--- src/rtl/btpipe_rx_checker_pkg.sv ---
// Shared definitions for the BTPipe P2F receive checker: state encoding and default widths.
// The encoding matches the F2P generator so both ends report state the same way.
package btpipe_rx_checker_pkg;

    localparam int BTP_DATA_W = 128;
    localparam int BTP_CNT_W  = 32;

    typedef enum logic [1:0] {
        ST_IDLE  = 2'd0,
        ST_SYNC  = 2'd1,
        ST_CHECK = 2'd2,
        ST_DRAIN = 2'd3
    } btp_state_t;

    // States in which new FIFO reads may be issued.
    function automatic logic is_reading(input btp_state_t s);
        return (s == ST_SYNC) || (s == ST_CHECK);
    endfunction

endpackage

--- src/rtl/btpipe_rx_checker_rate_window.sv ---
// Throughput window: counts beats over WINDOW_CYC enabled cycles and publishes the total
// with a one-cycle strobe; a partial window is discarded when enable drops.
module rate_window_counter
    import btpipe_rx_checker_pkg::*;
#(
    parameter int CNT_W      = BTP_CNT_W,
    parameter int WINDOW_CYC = 200000000
) (
    input  logic             clk,
    input  logic             rstn,
    input  logic             clr,
    input  logic             en,
    input  logic             inc,
    output logic [CNT_W-1:0] rate,
    output logic             stb
);

    localparam int               CYC_W    = (WINDOW_CYC > 1) ? $clog2(WINDOW_CYC) : 1;
    localparam logic [CYC_W-1:0] CYC_LAST = CYC_W'(WINDOW_CYC - 1);
    localparam logic [CYC_W-1:0] CYC_ONE  = CYC_W'(1);
    localparam logic [CNT_W-1:0] CNT_ONE  = CNT_W'(1);

    logic [CYC_W-1:0] cyc;
    logic [CNT_W-1:0] beats;
    logic [CNT_W-1:0] beats_now;

    function automatic logic [CNT_W-1:0] sat_add(input logic [CNT_W-1:0] v, input logic b);
        return (b && !(&v)) ? v + CNT_ONE : v;
    endfunction

    // Includes a beat landing on the terminal cycle itself.
    assign beats_now = sat_add(beats, inc);

    always_ff @(posedge clk) begin
        if (!rstn || clr) begin
            cyc   <= '0;
            beats <= '0;
            rate  <= '0;
            stb   <= 1'b0;
        end else if (!en) begin
            cyc   <= '0;
            beats <= '0;
            stb   <= 1'b0;
        end else if (cyc == CYC_LAST) begin
            rate  <= beats_now;
            stb   <= 1'b1;
            cyc   <= '0;
            beats <= '0;
        end else begin
            cyc   <= cyc + CYC_ONE;
            beats <= beats_now;
            stb   <= 1'b0;
        end
    end

endmodule

--- config.mk ---
export PLATFORM = sky130hd
export DESIGN_NAME = rate_window_counter
export DESIGN_NICKNAME = d
export VERILOG_FILES = /design/src/rtl/btpipe_rx_checker_pkg.sv /design/src/rtl/btpipe_rx_checker_rate_window.sv
export SDC_FILE = /design/constraint.sdc
export NUM_CORES = 1
export LEC_CHECK = 0
export ABC_CLOCK_PERIOD_IN_PS = 2700
export BUFFER_PORTS_ARGS = -buffer_cell sky130_fd_sc_hd__buf_2
export CAP_MARGIN = 0
export CORE_AREA = 2 2 89 91
export CTS_BUF_LIST = sky130_fd_sc_hd__clkbuf_16
export DETAILED_ROUTE_END_ITERATION = 10
export DIE_AREA = 0 0 91 93
export PLACE_DENSITY = 0.77
export SETUP_SLACK_MARGIN = 0.05
export SLEW_MARGIN = 20
export SYNTH_ARGS = -nofsm -noshare
export SYNTH_HDL_FRONTEND = slang
export SYNTH_SLANG_ARGS = --single-unit
export TNS_END_PERCENT = 50
--- constraint.sdc ---
create_clock -name clk -period 2.7 [get_ports clk]
set_clock_uncertainty 0.2 [all_clocks]
set_input_delay 0.54 -clock clk [delete_from_list [all_inputs] [get_ports clk]]
set_output_delay 0.54 -clock clk [all_outputs]
set_load 0.03 [all_outputs]
# Word level (Yosys, flattened, before mapping)
# Index checks and enable logic that the tools add are counted.
[word_totals]
reg_bits = 93
inputBits = 5
out_inout_bits = 33
elab_cells = 18
[op_classes]
add_sub_neg = 2
n_eq_ne = 1
n_mux = 2
n_bitwise = 1
reduce_logical = 8
[op_table]
columns = ["op", "count"]
rows = [
  ["32-bit by 1-bit adder with 32-bit output (second input constant)", 1],
  ["32-bit two-way mux", 1],
  ["32-bit AND reduction", 1],
  ["28-bit by 1-bit adder with 28-bit output (second input constant)", 1],
  ["28-bit == test (second input constant)", 1],
  ["3-bit OR reduction", 1],
  ["1-bit zero test", 2],
  ["2-bit AND reduction", 1],
  ["2-bit OR reduction", 1],
  ["1-bit logical AND", 1],
  ["1-bit logical OR", 1],
  ["1-bit two-way mux", 1],
  ["1-bit NOT", 1],
]

# Depth between registers and ports, before layout
# Gate-level depths: netlist (run 1).
[logic_depth]
word_depth = 4
depth_mapped = 9
depth_no_buf = 7

# Worst setup path before layout (run 1)
# Ideal clock, no wire load.
[synth_path]
kind = "reg-to-reg"
startpoint = "reg cyc[10]"
endpoint = "reg rate[28]"
setup_time_ns = 0.121
t_arrival_ns = 2.273
required_ns = 2.379
path_slack_ns = 0.106
stages_incl_launch_ff = 7
path_buffers = 1
synth_period_minus_slack_ns = 2.594
cell_sequence = "dfxtp_1 > or4b_1 > or4_1 > or4_4 > nor2_8 > buf_8 > a21oi_1"
[synth_via]
elab_chain_len = 2
[synth_rtl]
columns = ["element", "line", "source"]
rows = [
  ["from (decl)", "btpipe_rx_checker_rate_window.sv:23", "logic [CYC_W-1:0] cyc;"],
  ["from (signal assigned)", "btpipe_rx_checker_rate_window.sv:50", "cyc <= cyc + CYC_ONE;"],
  ["28-bit == test", "btpipe_rx_checker_rate_window.sv:44", "end else if (cyc == CYC_LAST) begin"],
  ["2-bit AND reduction (no line)", "-", ""],
  ["to (signal assigned)", "btpipe_rx_checker_rate_window.sv:45", "rate <= beats_now;"],
  ["to (decl)", "btpipe_rx_checker_rate_window.sv:14", "output logic [CNT_W-1:0] rate,"],
]
# Every way passes these cells.
# A chain may end at the register's enable or synchronous reset.

# Final worst setup path (run 1)
[layout_path]
startpoint = "reg cyc[10]"
endpoint = "reg beats[30]"
[layout_via]
elab_chain_len = 2
[layout_rtl]
columns = ["element", "line", "source"]
rows = [
  ["28-bit == test", "btpipe_rx_checker_rate_window.sv:44", ""],
  ["3-bit OR reduction (no line)", "-", ""],
  ["to (signal assigned)", "btpipe_rx_checker_rate_window.sv:51", "beats <= beats_now;"],
  ["to (decl)", "btpipe_rx_checker_rate_window.sv:24", "logic [CNT_W-1:0] beats;"],
]
# Every way passes these cells.

==> results.yml, run 1 <==
clock_tree:
  cts_setup_buffers: 0
  cts-root-buf: "clkbuf_16"
  cts.sinks: 93
  htreeDepth: 3
  cts_hold_buf: 0
  cts_tree: "done"
  cts.clk_slew.worst_paths_ns: 0.06
  insertion_delay_ns: 0.34
  clk_path_buf_depth: 2
  cts_buffers: 9
worst_setup_path:
  crit_top_cell: "or4_4"
  startpoint_type: "register"
  r2r-end: "beats[30]$_SDFF_PP0_"
  cp_slowest_stage_delay_ns: 0.61
  crit_start: "cyc[10]$_SDFF_PP0_"
  arrival_ns: 2.69
  end_kind: "register"
  worstPathRequired_ns: 2.72
  critPathMaxFanout: 8
  worstRegToRegCells: 6
  r2r-start: "cyc[10]$_SDFF_PP0_"
  worstSetupEndpoint: "beats[30]$_SDFF_PP0_"
  path_cells: "or4b_4 -> or4_4 -> or4_4 -> nand3_4 -> clkbuf_16 -> nor2_1"
  path_class: "reg -> reg"
  ff2ff_setup_slack_ns: 0.03
  cp_slowest_cell: "or4_4"
timing:
  slew_headroom_pct: 59.1
  setup_viol: 0
  period_needed_ns: 2.67
  worstMarginPinSlew_ns: 0.607
  rsz0062_at_grt: "yes"
  min_period_over_period_pct: 98.9
  hold_viol: 0
  hold_ws_ns: 0.271
  clock.fmax_mhz: 374
  drv_slew: 0
cells_and_area:
  fin_nets: 498
  final_area_mm2: 0.00479
  multi_input_area_mm2: 0.00198
  fillCellCount: 646
  drive_gt1_share_pct: 21.2
  ff_latch_area_mm2: 0.00186
  diodes: 0
  synthToLayoutAreaGrowth_pct: 23.5
yosys:
  syn-cell-area_mm2: 0.00388
  yosysUniqueCellTypes: 38
  yosys.area.top_type: "dfxtp_1"
  ys_warn_count: 0
  ys_ff_latch: 93
  ys.flop_type: "dfxtp_1"
  synthArstFlopShare_pct: 0
  avgSynthCellArea_um2: 8.85
  syn-num-nets: 445
  synth.top_cell.area_share_pct: 48.0
  synth_edf_count: 0
  yosys-top-cells-area: "dfxtp_1, nor2_1, xor2_1"
  ys_seq_area_share_pct: 48.0
  synthCells: 438
routing:
  drc_errors: 0
  drt_iter0_drc: 198
  vias_per_cell: 5.58
  firstDrtPassIters: 7
  postRouteAntennaNets: 0
  wire_per_inst_um: 15.7
  vias: 3339
  wl_um: 9380
place:
  portBuffers: 37
  placed_area_mm2: 0.00423
  dpl.hpwl_um: 5590
  gp_congestion: 0.844
die:
  die_w_um: 91
  core_mm2: 0.00753
  dieArea_mm2: 0.00846
  rows: 32
  die_h_um: 93
  pin_count: 38
  initial_core_util_pct: 51.5
global_route:
  grt_pass1_wl_um: 13800
  grt_max_degree: 33
  antenna_found_initial: 0
  gr-total-overflow: 0
  track_usage_pct: 20.1
  grt_pass1_vias: 3014
power:
  clockPowerShare_pct: 48.8
  swShare_pct: 20.8
  power.density_mw_per_mm2: 583
  power.share.sequential_pct: 49.2
  static-leakage-power_nw: 1.71
  p_int_mw: 2.21
  ir_drop_mv: 0.306
  comb_power_share_pct: 2.0
  power_switching_mw: 0.580
flow_run:
  maxCapViolations: 0
worst_hold_path:
  hold_class: "reg -> reg"
outcome:
  status: "finished, final reports clean"
final cells by class:
class	instances	area share, %
Inverter	6	0.470
Tap cell	102	2.67
Sequential cell	93	38.9
Timing Repair Buffer	60	9.88
Clock buffer	9	4.70
Multi-Input combinational cell	321	41.4
Clock inverter	7	1.99
Yosys cell counts, types with 2 or more instances:
library cell / instances
a211oi_1: 2
a21oi_1: 28
and3_1: 8
and4_1: 4
buf_6: 6
buf_8: 2
clkbuf_1: 9
dfxtp_1: 93
ha_1: 2
inv_1: 6
mux2i_1: 2
nand2_1: 27
nand3_1: 24
nand3b_1: 2
nand4_1: 17
nor2_1: 80
nor2b_1: 2
nor3_1: 7
nor4_1: 10
nor4b_1: 2
o21ai_0: 30
o22ai_1: 2
or4_1: 5
xnor2_1: 23
xor2_1: 32
cell usage in the layout (no fill, tap or decap), types with 9 or more instances in the layout:
cell        n
o21ai_0    30
buf_4      14
nor4_1      9
buf_2      37
nand4_1    17
nand3_1    24
xnor2_1    21
nand2_1    27
nor2_1     67
dfxtp_1    92
clkbuf_16  13
xor2_1     32
a21oi_1    22
power groups by stage:
stage               registers (mW)  logic (mW)  clock network (mW)
detailed placement            1.41      0.0371                   0
global placement              1.41      0.0361                   0
finish                        1.37      0.0544                1.36
global route                  1.37      0.0587                1.43
floorplan                     1.40      0.0275                   0
CTS                           1.37      0.0374                1.37
critical path: cells and delay by family (launching register included):
family                 cells  cell delay [ns]
buffers and inverters      1             0.21
DFF                        1             0.32
and+or+nand+nor            5             1.82
metrics by stage:
stage               utilization (%)  setup TNS, ns  std cells  power (mW)  setup slack, ns
finish                         63.6              0        598        2.79           0.0289
global route                   63.6         -0.260        598        2.87          -0.0171
CTS                            60.4              0        592        2.78           0.0124
detailed placement             56.2              0        576        1.44           0.0286
global placement               56.2              0        576        1.44           0.0757
floorplan                         -              0        438        1.43            0.106
cells by family after synthesis:
kind of cell,Yosys count,synth area share (%)
adder cells (fa/ha/maj),2,0.645
AO/OA/AOI/OAI,66,9.00
XOR/XNOR,55,12.4
AND/OR/NAND/NOR,196,25.3
buffers and inverters,24,4.10
multiplexers,2,0.516
flip-flops,93,48.0
layer usage:
layer | vias to the layer above | track usage [%] | part of all wire (%)
met5 | - | 0 | 0
met4 | 0 | 6.57 | 1.8
met3 | 22 | 4.83 | 5.1
met2 | 102 | 33.1 | 50
met1 | 1589 | 26.0 | 43
li1 | 1626 | - | -
how the worst min path moves through the flow:
stage,start,to,slack (ns),depth (start not counted)
after CTS,rate[24]$_SDFFE_PP0P_,rate[24]$_SDFFE_PP0P_,0.27,2
after global routing,rate[24]$_SDFFE_PP0P_,rate[24]$_SDFFE_PP0P_,0.31,2
after global placement,rate[24]$_SDFFE_PP0P_,rate[24]$_SDFFE_PP0P_,0.26,2
after detailed placement,rate[24]$_SDFFE_PP0P_,rate[24]$_SDFFE_PP0P_,0.26,2
after floorplan,cyc[0]$_SDFF_PP0_,cyc[0]$_SDFF_PP0_,0.25,1
final,rate[24]$_SDFFE_PP0P_,rate[24]$_SDFFE_PP0P_,0.27,2
state kept, by name (all words and copies together) (netlist names):
register	flops
beats	32
rate	32
cyc	28
stb	1
timing repair:
action	CTS	global route
gates resized for setup	0	31
setup endpoints to repair	58	90
gates cloned	0	6
endpoints found under the hold margin	0	0
pin swaps	0	21
No activity file was read; power rests on OpenSTA's default activity.
==> inputs of run 2 (changes only) <==
--- a/config.mk
+++ b/config.mk
@@ -5,14 +5,14 @@
 export SDC_FILE = /design/constraint.sdc
 export NUM_CORES = 1
 export LEC_CHECK = 0
-export ABC_CLOCK_PERIOD_IN_PS = 2700
+export ABC_CLOCK_PERIOD_IN_PS = 3110
 export BUFFER_PORTS_ARGS = -buffer_cell sky130_fd_sc_hd__buf_2
 export CAP_MARGIN = 0
-export CORE_AREA = 2 2 89 91
+export CORE_AREA = 2 2 84 86
 export CTS_BUF_LIST = sky130_fd_sc_hd__clkbuf_16
 export DETAILED_ROUTE_END_ITERATION = 10
-export DIE_AREA = 0 0 91 93
-export PLACE_DENSITY = 0.77
+export DIE_AREA = 0 0 86 88
+export PLACE_DENSITY_LB_ADDON = 0.05
 export SETUP_SLACK_MARGIN = 0.05
 export SLEW_MARGIN = 20
 export SYNTH_ARGS = -nofsm -noshare
==> constraint.sdc (replaced) <==
create_clock -name clk -period 3.11 [get_ports clk]
set_clock_uncertainty 0.2 [all_clocks]
set_input_delay 0.622 -clock clk [delete_from_list [all_inputs] [get_ports clk]]
set_output_delay 0.622 -clock clk [all_outputs]
set_load 0.03 [all_outputs]
==> run 2 against run 1 <==
Design area decreased by 7.8%; worst setup slack improved by 0.24 ns; first-iteration DRC count fell by 49%; sequential cell count is the same; sequential share of layout area increased by 3.3 points; clock power is 21% lower; via count decreased by 6.4%; fmax down 6.0%; combinational power is 41% lower; core utilization increased by 2.8 points; final cell count decreased by 6.4%; highest routed layer unchanged.
==> results.yml, run 2 (same netlist as run 1, synthesis figures left out) <==
die:
  die_h_um: 88
  pin_count: 38
  dieArea_mm2: 0.00757
  rows: 30
  initial_core_util_pct: 58.4
  die_w_um: 86
  core_mm2: 0.00664
timing:
  fin_setup_tns_ns: 0
  hold_viol: 0
  worstMarginPinSlew_ns: 0.582
  rsz0062_at_grt: "no"
  drv_slew: 0
  clock.fmax_mhz: 352
  min_period_over_period_pct: 91.4
  slew_headroom_pct: 60.8
  setup_viol: 0
  hold_ws_ns: 0.272
  period_needed_ns: 2.84
routing:
  drt_iter0_drc: 101
  drc_errors: 0
  wl_um: 8030
  wire_per_inst_um: 14.3
  firstDrtPassIters: 6
  vias: 3125
  postRouteAntennaNets: 0
  vias_per_cell: 5.58
power:
  power.density_mw_per_mm2: 523
  ir_drop_mv: 0.409
  static-leakage-power_nw: 1.58
flow_run:
  maxCapViolations: 0
global_route:
  grt_pass1_vias: 2973
  grt_pass1_wl_um: 13500
  antenna_found_initial: 0
  track_usage_pct: 22.3
  gr-total-overflow: 0
  grt_max_degree: 32
clock_tree:
  clk_path_buf_depth: 2
  cts_hold_buf: 0
  insertion_delay_ns: 0.33
  cts.clk_slew.worst_paths_ns: 0.07
  cts_buffers: 9
  cts.sinks: 93
  htreeDepth: 3
  cts_setup_buffers: 0
  cts_tree: "done"
  cts_resized: 0
  cts-root-buf: "clkbuf_16"
outcome:
  status: "finished, final reports clean"
worst_setup_path:
  path_buf_inv: 0
  cp_slowest_cell: "or4_4"
  cpLargestDelayFamily: "simple AND/OR/NAND/NOR gates"
  critPathMaxFanout: 28
  startpoint_type: "register"
  arrival_ns: 2.84
  path_class: "reg -> reg"
  path_cells: "or4b_1 -> or4_1 -> or4_4 -> nor2_8 -> a21oi_1"
  end_kind: "register"
  worstPathRequired_ns: 3.10
  cp_slowest_stage_delay_ns: 0.60
cells_and_area:
  fillCellCount: 542
  mostFrequentLayoutCells: "dfxtp_1, nor2_1, buf_2"
  fin_nets: 482
  synthToLayoutAreaGrowth_pct: 13.8
  diodes: 0
  drive_gt1_share_pct: 13.8
  final_util_pct: 66.4
  multi_input_area_mm2: 0.00187
  layout_commonest_cell: "dfxtp_1"
  ff_latch_area_mm2: 0.00186
  reg.largest.list: "beats: 32 flops, rate: 32 flops, cyc: 28 flops"
worst_hold_path:
  hold_class: "reg -> reg"
place:
  gp_congestion: 0.828
  portBuffers: 37
  dpl.hpwl_um: 5540
## run 2: final timing paths
path / slack (ns) / end / cells past startpoint / startpoint
max: 0.27 / rate[19]$_SDFFE_PP0P_ / 5 / cyc[10]$_SDFF_PP0_
min reg2reg: 0.27 / rate[18]$_SDFFE_PP0P_ / 2 / rate[18]$_SDFFE_PP0P_
min: 0.27 / rate[18]$_SDFFE_PP0P_ / 2 / rate[18]$_SDFFE_PP0P_
max reg2reg: 0.27 / rate[19]$_SDFFE_PP0P_ / 5 / cyc[10]$_SDFF_PP0_
## run 2: routing by layer
| layer | routed length (um) | GRT usage [%] | up-vias | part of all wire, % |
|---|---|---|---|---|
| met1 | 3450 | 24.9 | 1494 | 43 |
| met2 | 4270 | 41.5 | 44 | 53 |
| met5 | 0 | 0 | - | 0 |
| met3 | 243 | 5.47 | 4 | 3.0 |
| li1 | - | - | 1583 | - |
| met4 | 61 | 7.65 | 0 | 0.76 |
## run 2: final cells by class
class                      count  share of cell area, %
sequential                    93                   42.2
timing repair buffer          44                   5.96
clock inverter                 7                   1.67
clock buffer                   9                   5.10
multi-input combinational    321                   42.3
tap                           80                   2.27
inverter                       6                  0.510
## run 2: worst min-delay path, delay by kind of cell (launching register included)
kind | cells | cell delay (ns)
flip-flops | 1 | 0.31
AO/OA/AOI/OAI | 1 | 0.06
AND/OR/NAND/NOR | 1 | 0.05
## run 2: report_power, final
part	total (mW)	leakage (nW)	internal, mW	switching [mW]
logic	0.0323	0.689	0.0104	0.0219
registers	1.19	0.749	1.19	0.00131
clock network	1.08	0.146	0.627	0.457
total	2.31	1.58	1.83	0.480
## run 2: metrics by stage
stage                     setup WS (ns)  area, um2  instances  power [mW]
after floorplan                   0.516       3880        438        1.24
after global placement            0.334       4110        544        1.25
after detailed placement          0.276       4110        544        1.25
after CTS                         0.258       4410        560        2.33
after global routing              0.123       4410        560        2.38
final                             0.267       4410        560        2.31
==> inputs of run 3 (changes only) <==
--- a/config.mk
+++ b/config.mk
@@ -12,6 +12,7 @@
 export CTS_BUF_LIST = sky130_fd_sc_hd__clkbuf_16
 export DETAILED_ROUTE_END_ITERATION = 10
 export DIE_AREA = 0 0 86 88
+export GPL_TIMING_DRIVEN = 0
 export PLACE_DENSITY_LB_ADDON = 0.05
 export SETUP_SLACK_MARGIN = 0.05
 export SLEW_MARGIN = 20
==> run 3 against run 2 <==
Sequential share of layout area is 0.33 points lower; non-clock buffer count is 11 higher; clock power is 8% lower; largest cell class unchanged; clock-buffer cell count stayed put; fmax is 0.17% lower; critical path depth is 1 higher; first-iteration DRC count is 50% higher; routed wire length is 3.1% higher; via count is 1.8% higher; critical endpoint is now rate[11]$_SDFFE_PP0P_; worst setup slack worse by 0.0048 ns.
==> results.yml, run 3 (same netlist as run 1, synthesis figures left out) <==
die:
  initial_core_util_pct: 58.4
  rows: 30
  pin_count: 38
  core_mm2: 0.00664
  die_w_um: 86
  dieArea_mm2: 0.00757
  die_h_um: 88
cells_and_area:
  layout_commonest_cell: "dfxtp_1"
  mostFrequentLayoutCells: "dfxtp_1, nor2_1, buf_2"
  final_area_mm2: 0.00445
  reg.largest.list: "beats: 32 flops, rate: 32 flops, cyc: 28 flops"
  synthToLayoutAreaGrowth_pct: 14.7
  fin_nets: 493
  drive_gt1_share_pct: 13.8
  diodes: 0
  final_cells: 571
  final_util_pct: 66.9
routing:
  vias_per_cell: 5.57
  firstDrtPassIters: 4
  wl_um: 8280
  wire_per_inst_um: 14.5
  drc_errors: 0
  vias: 3181
  drt_iter0_drc: 152
  postRouteAntennaNets: 0
global_route:
  track_usage_pct: 23.3
  antenna_found_initial: 0
  grt_max_degree: 16
  gr-total-overflow: 0
  grt_pass1_wl_um: 14100
  grt_pass1_vias: 3051
clock_tree:
  insertion_delay_ns: 0.34
  cts.sinks: 93
  cts.clk_slew.worst_paths_ns: 0.06
  htreeDepth: 3
  cts_tree: "done"
  cts_buffers: 9
  cts-root-buf: "clkbuf_16"
  clk_path_buf_depth: 2
timing:
  slew_headroom_pct: 49.3
  setup_viol: 0
  drv_slew: 0
  hold_ws_ns: 0.284
  worstMarginPinSlew_ns: 0.754
  min_period_over_period_pct: 91.6
  hold_viol: 0
  period_needed_ns: 2.85
  fin_setup_tns_ns: 0
  rsz0062_at_grt: "no"
  worst_slack_ns: 0.262
  clock.fmax_mhz: 351
flow_run:
  maxCapViolations: 0
worst_setup_path:
  startpoint_type: "register"
  end_kind: "register"
  worstPathRequired_ns: 3.18
  path_class: "reg -> reg"
  critPathMaxFanout: 5
  arrival_ns: 2.91
power:
  finalPower_mw: 2.22
  power.density_mw_per_mm2: 499
  static-leakage-power_nw: 1.59
  ir_drop_mv: 0.390
worst_hold_path:
  hold_class: "reg -> reg"
place:
  dpl.hpwl_um: 5800
  gp_congestion: 0.871
  dp.cells: 555
  placed_area_mm2: 0.00416
  portBuffers: 37
  place_ws_ns: 0.220
outcome:
  status: "finished, final reports clean"
-- run 3: power breakdown --
part           switching, mW  internal (mW)  total [mW]
Combinational         0.0238         0.0121      0.0359
Clock                  0.453          0.536       0.989
Sequential           0.00146           1.19        1.19
Total                  0.478           1.74        2.22
-- run 3: cell type report --
cell class,instances,area [um2]
fillers,557,2200
multi-input cells,321,1870
flip-flops and latches,93,1860
clock buffers,9,225
repair buffers,37,185
plain buffers,18,139
well taps,80,100
clock inverters,7,43.8
inverters,6,22.5
-- run 3: worst paths after layout --
check	slack, ns	start	end	cells after the start
setup / recovery	0.26	cyc[10]$_SDFF_PP0_	rate[11]$_SDFFE_PP0P_	6
hold / removal	0.28	rate[18]$_SDFFE_PP0P_	rate[18]$_SDFFE_PP0P_	2
setup reg to reg	0.26	cyc[10]$_SDFF_PP0_	rate[11]$_SDFFE_PP0P_	6
hold reg to reg	0.28	rate[18]$_SDFFE_PP0P_	rate[18]$_SDFFE_PP0P_	2
-- run 3: worst max-delay path: stages (launching register included) --
cell,delay [ns]
dfxtp_1,0.35
or4b_1,0.57
or4_1,0.52
or4_1,0.54
nor2_1,0.33
o21ai_0,0.13
a21oi_1,0.13
-- run 3: timing repair --
item	CTS	global route
resized for setup	0	6
buffers inserted	0	0
setup endpoints to repair	0	29
hold buffers	0	0
-- run 3: per-layer routing --
layer  GRT usage [%]  vias up  routed length, um
li1                -     1608                  -
met1            29.1     1518               3670
met2            40.7       48               4300
met3            3.30        7                222
met4            9.38        0                 88
met5               0        -                  0
